`config.mk`:
```
export PLATFORM = sky130hd
export DESIGN_NAME = edge_detector_mc
export DESIGN_NICKNAME = d
export VERILOG_FILES = /design/src/rtl/edge_detector_mc.sv
export SDC_FILE = /design/constraint.sdc
export NUM_CORES = 1
export LEC_CHECK = 0
export CORE_MARGIN = 1
export CORE_UTILIZATION = 35
export DETAILED_ROUTE_END_ITERATION = 7
export PLACE_DENSITY = 0.66
export SETUP_SLACK_MARGIN = 0.2
export SYNTH_ARGS = -nofsm -noshare
export SYNTH_HDL_FRONTEND = slang
export SYNTH_SLANG_ARGS = --single-unit
```
`constraint.sdc`:
```
create_clock -name clk_i -period 4.6 [get_ports clk_i]
set_clock_uncertainty 0.15 [all_clocks]
set_input_delay 0.69 -clock clk_i [delete_from_list [all_inputs] [get_ports clk_i]]
set_output_delay 0.69 -clock clk_i [all_outputs]
set_load 0.05 [all_outputs]
```
`src/rtl/edge_detector_mc.sv`:
```
// Multi-channel edge detector: synchroniser, debounce and per-channel edge-select pulse.
// Optional sticky event flags are enabled by defining EDGE_DETECTOR_MC_STICKY_EN.
module edge_detector_mc #(
  parameter int NUM_CH          = 4,
  parameter int SYNC_STAGES     = 2,
  parameter int DEBOUNCE_CYCLES = 4,
  parameter int CNT_W           = 8
) (
  input  logic                  clk_i,
  input  logic                  rst_i,
  input  logic [NUM_CH-1:0]     sig_i,
  input  logic [2*NUM_CH-1:0]   mode_i,
  input  logic [NUM_CH-1:0]     clr_i,
  output logic [NUM_CH-1:0]     level_o,
  output logic [NUM_CH-1:0]     pulse_o,
  output logic [NUM_CH-1:0]     sticky_o,
  output logic                  irq_o
);

  localparam logic [CNT_W-1:0] CNT_LAST = CNT_W'(DEBOUNCE_CYCLES - 1);

  logic [NUM_CH-1:0] s;

  generate
    if (SYNC_STAGES == 0) begin : g_nosync
      assign s = sig_i;
    end else begin : g_sync
      logic [NUM_CH-1:0] sync_q [SYNC_STAGES];
      always_ff @(posedge clk_i) begin
        if (rst_i) begin
          for (int i = 0; i < SYNC_STAGES; i++) sync_q[i] <= '0;
        end else begin
          sync_q[0] <= sig_i;
          for (int i = 1; i < SYNC_STAGES; i++) sync_q[i] <= sync_q[i-1];
        end
      end
      assign s = sync_q[SYNC_STAGES-1];
    end
  endgenerate

  logic [CNT_W-1:0]  cnt_q [NUM_CH];
  logic [CNT_W-1:0]  cnt_d [NUM_CH];
  logic [NUM_CH-1:0] level_q, level_d;
  logic [NUM_CH-1:0] pulse_q, pulse_d;

  // Debounce: a level change is accepted only after DEBOUNCE_CYCLES consecutive differing samples.
  always_comb begin
    level_d = level_q;
    pulse_d = '0;
    for (int c = 0; c < NUM_CH; c++) begin
      cnt_d[c] = cnt_q[c];
      if (s[c] == level_q[c]) begin
        cnt_d[c] = '0;
      end else if (cnt_q[c] == CNT_LAST) begin
        cnt_d[c]   = '0;
        level_d[c] = s[c];
        pulse_d[c] = s[c] ? mode_i[2*c] : mode_i[2*c+1];
      end else begin
        cnt_d[c] = cnt_q[c] + 1'b1;
      end
    end
  end

  always_ff @(posedge clk_i) begin
    if (rst_i) begin
      level_q <= '0;
      pulse_q <= '0;
      for (int c = 0; c < NUM_CH; c++) cnt_q[c] <= '0;
    end else begin
      level_q <= level_d;
      pulse_q <= pulse_d;
      for (int c = 0; c < NUM_CH; c++) cnt_q[c] <= cnt_d[c];
    end
  end

  assign level_o = level_q;
  assign pulse_o = pulse_q;

`ifdef EDGE_DETECTOR_MC_STICKY_EN
  logic [NUM_CH-1:0] sticky_q, sticky_d;

  // A pulse arriving with a clear keeps the flag set.
  assign sticky_d = pulse_q | (sticky_q & ~clr_i);

  always_ff @(posedge clk_i) begin
    if (rst_i) sticky_q <= '0;
    else       sticky_q <= sticky_d;
  end

  assign sticky_o = sticky_q;
  assign irq_o    = |sticky_q;
`else
  logic unused_clr;
  assign unused_clr = ^clr_i;
  assign sticky_o   = '0;
  assign irq_o      = |pulse_q;
`endif

endmodule

```
==> results.py, run 1 <==
metrics = {
    "yosys": {
        "netlist_area_um2": 1960,
        "syn_avg_cell_area_um2": 9.32,
        "synth_common_cells": "dfxtp_1, nor2_1, or3_1, nand3_1, o21ai_0",
        "synth-seq-cells": 48,
        "yosysUniqueCellTypes": 32,
        "synth_top_cell_by_area": "dfxtp_1",
        "ys.warnings.count": 0,
        "syn_inst": 210,
        "synth_area_leaders": "dfxtp_1, or3_1, xor2_1",
        "synth.most_common_cell": "dfxtp_1",
        "yosysTopAreaCellShare": 0.491,
        "synth_seq_area_share": 0.491,
        "synthArstFlopShare": 0,
        "synth-edff-count": 0,
        "synth_ff_type": "dfxtp_1",
    },
    "routing": {
        "viasPerCell": 4.86,
        "wl_mm": 3.46,
        "drt-initial-drc-count": 58,
        "wl_per_cell_um": 11.3,
        "ant_nets": 0,
        "drtPass1Iterations": 4,
        "drc_errors": 0,
        "vias": 1493,
    },
    "setup_path": {
        "cp_cell_sequence": "or4_1 > clkdlybuf4s50_1",
        "crit_start": "pulse_o[0]",
        "slowest_delay_ps": 710,
        "worstPathRequired_ps": 3760,
        "cp_slowest_cell": "clkdlybuf4s50_1",
        "crit_path_end_kind": "output pin",
        "r2r-start": "cnt_q[0][0]",
        "timing.critical_path.fanout_max": 2,
        "path_class": "flip-flop to output pin",
        "crit_arrival_ps": 1850,
        "setup.worst_path.start_class": "flip-flop",
    },
    "floorplan": {
        "die-area_um2": 5900,
        "rows": 26,
        "die_h_um": 76.8,
        "start_util": 0.374,
        "core_area_um2": 5240,
        "die_w_um": 76.8,
        "io_pins": 31,
    },
    "global_route": {
        "grt_pass1_vias": 1329,
        "grtUsageTotal": 0.126,
        "met2_usage": 0.201,
        "grt_overflow_total": 0,
        "met3_usage": 0.0369,
        "grt_max_degree": 15,
        "grt_pass1_wl_mm": 5.95,
        "top_usage_layer": "met2",
        "antenna_found_initial": 0,
        "grtUsageMet1": 0.162,
    },
    "place": {
        "routabilityCongestion": 0.800,
        "hpwl_mm": 2.52,
        "pre_cts_slack_ps": 1970,
        "placement.io_buffers": 22,
    },
    "sta": {
        "drv_slew": 0,
        "hold_viol": 0,
        "finalCritPeriodShare": 0.584,
        "period_minus_slack_ps": 2690,
        "fin_ws_ps": 1910,
        "rsz0062_at_grt": "false",
        "worst_pin_slew_ps": 634,
        "setup_viol": 0,
        "max_freq_mhz": 372,
        "setup_tns_ps": 0,
        "relSlewSlack": 0.575,
    },
    "power_and_ir_drop": {
        "cellPowerDensity_nw_per_um2": 303,
        "ir_drop_mv": 0.195,
        "leakage_nw": 0.774,
    },
    "job": {
        "drv_cap": 0,
    },
    "finish": {
        "drive_gt1_frac": 0.0506,
        "area_delta_synth_final_pct": 19.2,
        "utilization": 0.446,
        "n_fill_cell": 549,
        "n_antenna_cell": 0,
        "fin_nets": 259,
    },
    "clock_tree": {
        "clk_path_buf_depth": 2,
        "cts-buffers-inserted": 5,
        "root_buffer": "clkbuf_8",
        "cts_num_sinks": 48,
        "cts_hold_buffers": 0,
        "insertion_delay_ps": 290,
        "cts_tree": "yes",
        "cts_repair_resize_count": 0,
        "h-tree-depth": 2,
        "cts_setup_buffers": 0,
        "clkTransAtPathRegs_ps": 80,
    },
    "min_path": {
        "hold_class": "flip-flop to flip-flop",
        "min-delay-start": "g_sync.sync_q[0][3]",
    },
    "outcome": {
        "status": "complete, no violations",
    },
}
[final timing paths]
path	endpoint	slack [ps]	cells after the start
max	irq_o	1910	2
min	g_sync.sync_q[0][7]	300	1
max reg2reg	cnt_q[0][4]	2510	4
min reg2reg	g_sync.sync_q[0][7]	300	1
[power by group]
group	internal (mW)	switching [mW]	total, mW
Combinational	0.0145	0.0163	0.0308
Clock	0.120	0.133	0.253
Sequential	0.419	0.00313	0.423
Total	0.554	0.152	0.706
[flip-flops by register name, summed over array words and instances (netlist names)]
| register | count |
|---|---|
| pulse_o | 4 |
| cnt_q | 32 |
| level_o | 4 |
| g_sync.sync_q | 8 |
[cell usage in the layout (no fill, tap or decap), types with 6 or more instances in the layout]
| master | synthesis | final |
|---|---|---|
| nor2_1 | 17 | 17 |
| a21oi_1 | 14 | 14 |
| o21ai_0 | 15 | 15 |
| xor2_1 | 12 | 12 |
| clkbuf_8 | 0 | 6 |
| clkdlybuf4s50_1 | 0 | 22 |
| dfxtp_1 | 48 | 48 |
| or3_1 | 17 | 17 |
| inv_1 | 10 | 10 |
| nor2b_1 | 8 | 8 |
| nand2_1 | 11 | 11 |
| nand3_1 | 15 | 15 |
[final cells by class]
type	count	area [µm²]	area share
Sequential cell	48	961	0.412
Multi-Input combinational cell	149	933	0.400
Timing Repair Buffer	22	220	0.0943
Tap cell	70	87.6	0.0375
Clock buffer	6	82.6	0.0354
Inverter	11	41.3	0.0177
Clock inverter	1	8.76	0.00375
[logic make-up after synthesis]
logic type,Yosys count,share of synthesized area
adders and majority gates,4,0.0256
DFF,48,0.491
AOI/OAI and AO/OA,35,0.0978
xor gates and xnor gates,15,0.0671
and+or+nand+nor,86,0.253
muxes,5,0.0256
buffers and inverters,16,0.0383
other,1,0.00192
[per-layer routing]
metal  vias to the layer above  wire, µm
li1                        779         -
met1                       686      1760
met2                        24      1530
met3                         4       128
met4                         0        38
met5                         -         0
[worst max-delay path, delay by kind of cell (launching register included)]
family	cells	cell delay, ps
buf+inv	1	710
simple gates	1	510
flops	1	340
[stage by stage]
stage / std cells / hold slack (ps) / power (mW) / instance area, µm²
finish: 307 / 297 / 0.706 / 2330
global route: 307 / 314 / 0.741 / 2330
CTS: 307 / 299 / 0.716 / 2330
detailed placement: 300 / 278 / 0.463 / 2240
global placement: 300 / 267 / 0.463 / 2240
floorplan: 213 / 264 / 0.452 / 1970
Note: power is estimated with default switching activity, not from simulation.
==> inputs of run 2 (changes only) <==
Clock period 4.6 ns to 2.48 ns, I/O delays scaled along.
==> results.py, run 2 (synthesized netlist as in run 1, its figures left out) <==
metrics = {
    "finish": {
        "stdcell_area_um2": 2350,
        "largest_register": "cnt_q",
        "top_regs": "cnt_q: 32 flops, g_sync.sync_q: 8 flops",
        "largest_reg_flops": 32,
        "fin_nets": 261,
        "n_fill_cell": 525,
        "layout_commonest_cell": "dfxtp_1",
        "utilization": 0.448,
        "mostFrequentLayoutCells": "dfxtp_1, clkdlybuf4s50_1, or3_1, nor2_1",
        "n_antenna_cell": 0,
        "area_delta_synth_final_pct": 19.9,
        "drive_gt1_frac": 0.0542,
    },
    "setup_path": {
        "reg2reg_to": "cnt_q[2][2]",
        "r2r-start": "cnt_q[2][0]",
        "worstPathRequired_ps": 1960,
        "path_delay_family": "simple AND/OR/NAND/NOR gates",
        "setup.worst_path.start_class": "flip-flop",
        "cp_num_cells": 2,
        "cp_slowest_cell": "or4_1",
        "slowest_delay_ps": 510,
        "crit_start": "pulse_o[1]",
        "crit_arrival_ps": 1560,
        "critPathCapture": "irq_o",
        "timing.critical_path.fanout_max": 2,
        "crit_path_end_kind": "output pin",
        "cp_cell_sequence": "or4_1 > dlygate4sd2_1",
        "cp.buffers_inverters": 1,
        "rr_worst_depth": 4,
        "regToRegSetupSlack_ps": 450,
        "path_class": "flip-flop to output pin",
    },
    "power_and_ir_drop": {
        "ir_drop_mv": 0.276,
        "cellPowerDensity_nw_per_um2": 563,
        "leakage_nw": 0.786,
        "power.total_mw": 1.32,
    },
    "place": {
        "routabilityCongestion": 0.717,
        "placement.io_buffers": 22,
        "place_area_um2": 2260,
        "hpwl_mm": 2.41,
    },
    "sta": {
        "period_minus_slack_ps": 2080,
        "setup_viol": 0,
        "rsz0062_at_grt": "false",
        "relSlewSlack": 0.654,
        "drv_slew": 0,
        "max_freq_mhz": 481,
        "hold_viol": 0,
        "finalCritPeriodShare": 0.838,
        "worst_pin_slew_ps": 517,
        "setup_tns_ps": 0,
    },
    "routing": {
        "wl_per_cell_um": 11.0,
        "vias": 1480,
        "drt-initial-drc-count": 87,
        "drtPass1Iterations": 4,
        "wl_mm": 3.41,
        "drc_errors": 0,
        "viasPerCell": 4.77,
        "ant_nets": 0,
    },
    "clock_tree": {
        "cts-buffers-inserted": 5,
        "root_buffer": "clkbuf_8",
        "clkTransAtPathRegs_ps": 90,
        "clk_path_buf_depth": 2,
        "cts_num_sinks": 48,
        "h-tree-depth": 2,
        "insertion_delay_ps": 300,
        "cts_tree": "yes",
        "cts_hold_buffers": 0,
    },
    "global_route": {
        "met3_usage": 0.0286,
        "grt_pass1_wl_mm": 5.98,
        "grt_overflow_total": 0,
        "grtUsageTotal": 0.127,
        "top_usage_layer": "met2",
        "grt_max_degree": 14,
        "met2_usage": 0.186,
        "antenna_found_initial": 0,
        "grt_pass1_vias": 1315,
        "grtUsageMet1": 0.174,
    },
    "floorplan": {
        "die_h_um": 76.8,
        "core_area_um2": 5240,
        "die_w_um": 76.8,
        "rows": 26,
        "start_util": 0.374,
        "io_pins": 31,
        "die-area_um2": 5900,
    },
    "job": {
        "drv_cap": 0,
    },
    "min_path": {
        "min-delay-start": "g_sync.sync_q[0][1]",
        "hold_class": "flip-flop to flip-flop",
    },
    "outcome": {
        "status": "complete, no violations",
    },
}
## run 2: where the power goes
| group | switching [mW] | total [mW] | leakage, nW | internal, mW |
|---|---|---|---|---|
| sequential | 0.00587 | 0.784 | 0.389 | 0.778 |
| combinational | 0.0308 | 0.0592 | 0.352 | 0.0284 |
| clock | 0.250 | 0.478 | 0.0455 | 0.228 |
## run 2: cell type report
| class | instances | area [µm²] | share of cell area |
|---|---|---|---|
| Sequential cell | 48 | 961 | 0.409 |
| Inverter | 11 | 41.3 | 0.0176 |
| Clock buffer | 8 | 90.1 | 0.0384 |
| Multi-Input combinational cell | 149 | 933 | 0.398 |
| Tap cell | 70 | 87.6 | 0.0373 |
| Timing Repair Buffer | 24 | 234 | 0.0997 |
## run 2: metrics by stage
stage	std cells	hold slack (ps)	worst slack (ps)
2_1_floorplan	213	264	640
3_3_place_gp	302	268	440
3_5_place_dp	302	277	437
4_1_cts	310	296	386
5_1_grt	310	306	317
6_report	310	285	402
## run 2: worst min-delay path by stage
stage / to / slack [ps] / cells past startpoint
after floorplan: g_sync.sync_q[0][4] / 260 / 1
after global placement: g_sync.sync_q[0][5] / 270 / 1
after detailed placement: g_sync.sync_q[0][4] / 280 / 1
after CTS: g_sync.sync_q[0][5] / 300 / 1
after global routing: g_sync.sync_q[0][5] / 310 / 1
final: g_sync.sync_q[0][5] / 290 / 1
## run 2: repair_timing
| action | CTS | global route |
|---|---|---|
| buffers inserted | 0 | 0 |
| resized for setup | 1 | 0 |
| endpoints found under the setup margin | 1 | 0 |
## run 2: worst register-to-register path, stage by stage (launching register included)
cell and delay [ps]:
dfxtp_1 410, ha_1 250, or4b_1 530, o211ai_1 480
nor2_1 90
## run 2: routing by layer
layer | vias up | share of wire
li1 | 782 | -
met1 | 663 | 0.54
met2 | 30 | 0.41
met3 | 5 | 0.038
met4 | 0 | 0.018
met5 | - | 0
